[config.mk]
export PLATFORM = sky130hd
export DESIGN_NAME = rv_multicycle_ctrl
export DESIGN_NICKNAME = d
export VERILOG_FILES = /design/src/rtl/rv_multicycle_ctrl.sv
export SDC_FILE = /design/constraint.sdc
export NUM_CORES = 1
export LEC_CHECK = 0
export BUFFER_PORTS_ARGS = -buffer_cell sky130_fd_sc_hd__buf_2
export CAP_MARGIN = 20
export CORE_ASPECT_RATIO = 2
export CORE_MARGIN = 2
export CORE_UTILIZATION = 50
export CTS_BUF_LIST = sky130_fd_sc_hd__clkbuf_16
export DETAILED_ROUTE_END_ITERATION = 7
export PLACE_DENSITY_LB_ADDON = 0.08
export SYNTH_ARGS = -nofsm -noshare
export SYNTH_HDL_FRONTEND = slang
export SYNTH_SLANG_ARGS = --single-unit
[constraint.sdc]
create_clock -name clk -period 3.5 [get_ports clk]
set_input_delay 0.175 -clock clk [delete_from_list [all_inputs] [get_ports clk]]
set_output_delay 0.175 -clock clk [all_outputs]
set_load 0.02 [all_outputs]
[src/rtl/rv_multicycle_ctrl.sv]
// Multicycle sequencer for the RV32I datapath: steps each instruction through
// FETCH/DECODE/EXEC/MEM/WB over one shared memory port with variable latency,
// traps on illegal opcodes or memory timeout, and counts retired instructions.
module rv_multicycle_ctrl #(
  parameter int MEM_TIMEOUT = 16,
  parameter int CNT_W       = 32
) (
  input  logic             clk,
  input  logic             reset,
  input  logic [6:0]       opcode,
  input  logic             branch_taken,
  input  logic             mem_ready,
  output logic             mem_req,
  output logic             mem_we,
  output logic             ir_load,
  output logic [1:0]       operand_sel,
  output logic [1:0]       wrt_data_sel,
  output logic             reg_write,
  output logic             pc_write,
  output logic             pc_src,
  output logic             trap,
  output logic [CNT_W-1:0] instr_count
);

  typedef enum logic [2:0] {
    S_FETCH, S_DECODE, S_EXEC, S_MEM, S_WB, S_TRAP
  } state_e;

  localparam logic [6:0] OP_R     = 7'b0110011;
  localparam logic [6:0] OP_I     = 7'b0010011;
  localparam logic [6:0] OP_LOAD  = 7'b0000011;
  localparam logic [6:0] OP_STORE = 7'b0100011;
  localparam logic [6:0] OP_BR    = 7'b1100011;
  localparam logic [6:0] OP_JAL   = 7'b1101111;
  localparam logic [6:0] OP_JALR  = 7'b1100111;
  localparam logic [7:0] WAIT_LIM = 8'(MEM_TIMEOUT - 1);

  state_e           state_q, state_d;
  logic [6:0]       op_q, op_d;
  logic [7:0]       wait_q, wait_d;
  logic [CNT_W-1:0] cnt_q, cnt_d;
  // Low only in the cycle right after reset, so mem_req rises on the first clock.
  logic             run_q;
  logic [1:0]       exec_sel;
  logic             retire;

  function automatic logic is_legal(input logic [6:0] op);
    return (op == OP_R) || (op == OP_I) || (op == OP_LOAD) || (op == OP_STORE) ||
           (op == OP_BR) || (op == OP_JAL) || (op == OP_JALR);
  endfunction

  // B-operand select chosen by the latched opcode class; also held through MEM
  always_comb begin
    exec_sel = 2'b00;
    case (op_q)
      OP_I, OP_LOAD, OP_JALR: exec_sel = 2'b01;
      OP_STORE:               exec_sel = 2'b10;
      default:                exec_sel = 2'b00;
    endcase
  end

  // Output decode from state/op_q; only mem_ready and branch_taken pass through
  always_comb begin
    mem_req      = 1'b0;
    mem_we       = 1'b0;
    ir_load      = 1'b0;
    operand_sel  = 2'b00;
    wrt_data_sel = 2'b00;
    reg_write    = 1'b0;
    pc_write     = 1'b0;
    pc_src       = 1'b0;
    trap         = 1'b0;
    case (state_q)
      S_FETCH: begin
        mem_req = run_q;
        ir_load = run_q & mem_ready;
      end
      S_EXEC: begin
        operand_sel = exec_sel;
        if (op_q == OP_BR) begin
          pc_write = 1'b1;
          pc_src   = branch_taken;
        end
      end
      S_MEM: begin
        operand_sel = exec_sel;
        mem_req     = 1'b1;
        mem_we      = (op_q == OP_STORE);
        pc_write    = (op_q == OP_STORE) & mem_ready;
      end
      S_WB: begin
        reg_write    = 1'b1;
        pc_write     = 1'b1;
        pc_src       = (op_q == OP_JAL) || (op_q == OP_JALR);
        wrt_data_sel = (op_q == OP_LOAD) ? 2'b01 :
                       ((op_q == OP_JAL) || (op_q == OP_JALR)) ? 2'b10 : 2'b00;
      end
      S_TRAP:  trap = 1'b1;
      default: ;
    endcase
  end

  // Next-state, memory wait counter and retirement counting
  always_comb begin
    state_d = state_q;
    op_d    = op_q;
    wait_d  = wait_q;
    cnt_d   = cnt_q;
    retire  = 1'b0;
    case (state_q)
      S_FETCH, S_MEM: begin
        if (mem_req) begin
          if (mem_ready) begin
            wait_d = 8'd0;
            if (state_q == S_FETCH)      state_d = S_DECODE;
            else if (op_q == OP_STORE) begin
              state_d = S_FETCH;
              retire  = 1'b1;
            end else                     state_d = S_WB;
          end else if (wait_q == WAIT_LIM) begin
            wait_d  = 8'd0;
            state_d = S_TRAP;
          end else begin
            wait_d = wait_q + 8'd1;
          end
        end
      end
      S_DECODE: begin
        op_d    = opcode;
        state_d = is_legal(opcode) ? S_EXEC : S_TRAP;
      end
      S_EXEC: begin
        case (op_q)
          OP_LOAD, OP_STORE: state_d = S_MEM;
          OP_BR: begin
            state_d = S_FETCH;
            retire  = 1'b1;
          end
          default:           state_d = S_WB;
        endcase
      end
      S_WB: begin
        state_d = S_FETCH;
        retire  = 1'b1;
      end
      default: state_d = S_TRAP;
    endcase
    if (retire) cnt_d = cnt_q + 1'b1;
  end

  assign instr_count = cnt_q;

  // State registers with asynchronous reset
  always_ff @(posedge clk or posedge reset) begin
    if (reset) begin
      state_q <= S_FETCH;
      op_q    <= 7'd0;
      wait_q  <= 8'd0;
      cnt_q   <= '0;
      run_q   <= 1'b0;
    end else begin
      state_q <= state_d;
      op_q    <= op_d;
      wait_q  <= wait_d;
      cnt_q   <= cnt_d;
      run_q   <= 1'b1;
    end
  end

endmodule

==> impl_metrics.env <==
export IMPL_worstPathArrival_ns=2.40
export IMPL_io_buffers=53
export IMPL_drive_gt1_share_pct=26.8
export IMPL_use_met3_pct=2.41
export IMPL_postRouteAntennaNets=0
export IMPL_crit_fanout=15
export IMPL_drt_pass1_iter_count=4
export IMPL_crit_path_max_incr_delay_ns=0.63
export IMPL_htreeDepth=2
export IMPL_rows=37
export IMPL_power_frac_clock_pct=27.9
export IMPL_coreArea_sq_um=5140
export IMPL_final_cell_area_sq_um=3120
export IMPL_cp_top_family="compound AO/OA/AOI/OAI gates"
export IMPL_required_ns=3.67
export IMPL_clk_latency_ns=0.29
export IMPL_combPwrFrac_pct=28.6
export IMPL_syn_area_sq_um=2650
export IMPL_grt_max_degree=52
export IMPL_antenna_found_initial=0
export IMPL_root_buffer="clkbuf_16"
export IMPL_worstMarginPinSlew_ns=0.722
export IMPL_yosys_area_share_simple_pct=25.5
export IMPL_critPathBufInv=0
export IMPL_ioPinCount=54
export IMPL_die_width_um=55.5
export IMPL_path_class="flip-flop to flip-flop"
export IMPL_leakage_nw=1.51
export IMPL_cts_setup_buffers=0
export IMPL_synth_area_leaders="dfrtp_1, xnor2_1, nand2_1"
export IMPL_synth_compound_area_share_pct=7.22
export IMPL_cts_hold_buf=0
export IMPL_placed_cell_area_sq_um=2930
export IMPL_fin_nets=318
export IMPL_gp_congestion=0.832
export IMPL_ys_warn_count=0
export IMPL_synth_adder_area_share_pct=0.943
export IMPL_post_route_drc_count=0
export IMPL_grt_pass1_wl_um=9330
export IMPL_avgSynthCellArea_sq_um=10.5
export IMPL_worst_setup_path_end_kind="flip-flop"
export IMPL_nFillCells=454
export IMPL_cts_resized=0
export IMPL_start_util_pct=51.6
export IMPL_fin_setup_tns_ns=0
export IMPL_mostFrequentLayoutCells="buf_2, dfrtp_1, xnor2_1"
export IMPL_path_cells="nor2b_1 > o2111ai_1 > a21oi_2 > nand4_1 > xnor2_1"
export IMPL_max_slew_margin_pct=51.9
export IMPL_ir_worst_vdd_v=0.000440
export IMPL_grt_overflow_total=0
export IMPL_start_kind="flip-flop"
export IMPL_place_ws_ns=1.27
export IMPL_seqPwrFrac_pct=43.5
export IMPL_layout_commonest_cell="buf_2"
export IMPL_synth_nets=266
export IMPL_rsz0062_at_grt="no"
export IMPL_clkTransAtPathRegs_ns=0.07
export IMPL_routedWlPerCell_um=15.2
export IMPL_synthMuxAreaShare_pct=2.97
export IMPL_ff_latch_area_sq_um=1280
export IMPL_busiest_layer="met2"
export IMPL_cpMaxStageDelayCell="a21oi_2"
export IMPL_dieArea_sq_um=5940
export IMPL_drt_initial_drc_count=69
export IMPL_hp_class="input port to flip-flop"
export IMPL_synth_edff_count=0
export IMPL_track_usage_pct=19.6
export IMPL_diodes=0
export IMPL_yosysTopAreaCellShare_pct=48.1
export IMPL_multi_input_area_sq_um=1280
export IMPL_setup_viol=0
export IMPL_synth_cell_type_count=50
export IMPL_numCtsBuffers=5
export IMPL_internal_power_mw=1.29
export IMPL_die_h_um=107
export IMPL_ys_flop_type="dfrtp_1"
export IMPL_gr_usage_met1_pct=23.5
export IMPL_cts_tree="built"
export IMPL_yosysSeqAreaShare_pct=48.1
export IMPL_max_clock_freq_mhz=447
export IMPL_period_minus_slack_ns=2.24
export IMPL_syn_to_final_growth_pct=17.7
export IMPL_viasPerCell=5.59
export IMPL_finalCritPeriodShare_pct=63.9
export IMPL_async_flop_share_pct=100
export IMPL_maxCapViolations=0
export IMPL_yosysTopAreaCell="dfrtp_1"
export IMPL_vias=2035
export IMPL_status="complete, no violations"
export IMPL_yosys_register_bits=51
export IMPL_netSwitchingFraction_pct=35.5
export IMPL_netlist_instances=253
export IMPL_cts_sink_count=51
export IMPL_timing_final_ws_setup_ns=1.26
export IMPL_fin_skew_ns=0.00969
export IMPL_dp_hpwl_um=3990
export IMPL_synth_top_family_by_area="simple AND/OR/NAND/NOR gates"
export IMPL_finalMaxSlewViolations=0
export IMPL_synth_xor_area_share_pct=11.6
export IMPL_drt_wl_total_um=5540
export IMPL_grtUsageMet2_pct=34.2
export IMPL_powerDensity_nw_per_um2=638
export IMPL_cts_buffer_depth=2
export IMPL_p_sw_uw=706
export IMPL_finalHoldViolCount=0
export IMPL_grt_pass1_vias=2007
-- per-stage QoR --
stage | std cells | hold WS (ns) | utilization [%] | power, mW
floorplan | 253 | 0.283 | - | 1.29
global placement | 354 | 0.399 | 56.9 | 1.43
detailed placement | 354 | 0.418 | 56.9 | 1.45
CTS | 362 | 0.120 | 60.2 | 2.01
global route | 364 | 0.133 | 60.8 | 2.11
finish | 364 | 0.122 | 60.8 | 1.99
-- power groups by stage --
| stage | Combinational, mW | Clock, mW | Sequential (mW) |
|---|---|---|---|
| final | 0.570 | 0.556 | 0.867 |
| after global routing | 0.635 | 0.589 | 0.890 |
| after CTS | 0.574 | 0.567 | 0.865 |
| after detailed placement | 0.572 | 0 | 0.877 |
| after global placement | 0.562 | 0 | 0.872 |
| after floorplan | 0.445 | 0 | 0.849 |
-- registers in the layout, summed over array words and instances, names as in the netlist --
name and flops:
run_q 1, instr_count 32, state_q 3, op_q 7, wait_q 8
-- synth_stat cells, types with 3 or more instances --
library cell / count
and3_1: 12
and2_1: 4
nand4_1: 11
nand3_1: 18
nor3_1: 7
o21ai_0: 3
inv_1: 8
xnor2_1: 33
dfrtp_1: 51
nand2_1: 26
buf_2: 4
mux2_2: 7
and4_1: 4
nor2b_1: 3
a21oi_1: 5
nor2_1: 8
-- routing by layer --
layer / vias up / wire length, um
met5: - / 0
met4: 0 / 127
met3: 11 / 176
met2: 46 / 2930
met1: 988 / 2300
li1: 990 / -
-- logic make-up after synthesis --
kind of cell | Yosys count
flip-flops | 51
multiplexers | 7
buffers and inverters | 18
AND/OR/NAND/NOR | 114
adder cells (fa/ha/maj) | 2
other | 1
XOR/XNOR | 35
AO/OA/AOI/OAI | 25
-- path summary, 6_finish.rpt --
path                                 start               to  slack (ns)  cells after the start
max                             state_q[1]  instr_count[25]        1.26                      5
min                              opcode[5]          op_q[5]        0.12                      3
max reg2reg                     state_q[1]  instr_count[25]        1.26                      5
min reg2reg                instr_count[31]  instr_count[31]        0.48                      1
max in group asynchronous            reset  instr_count[28]        2.68                      4
min in group asynchronous            reset        wait_q[6]        0.33                      3
-- worst register-to-register path, stage by stage (launching register included) --
cell and delay, ns:
dfrtp_1 0.56, nor2b_1 0.26, o2111ai_1 0.24, a21oi_2 0.63, nand4_1 0.24, xnor2_1 0.19
-- area by class of cell --
class | instances | area share, %
clock inverters | 3 | 1.36
clock buffers | 5 | 4.01
flip-flops and latches | 51 | 40.9
multi-input cells | 184 | 41.0
repair buffers | 55 | 9.46
inverters | 8 | 0.962
well taps | 58 | 2.32
(Power assumes the default switching activity.)
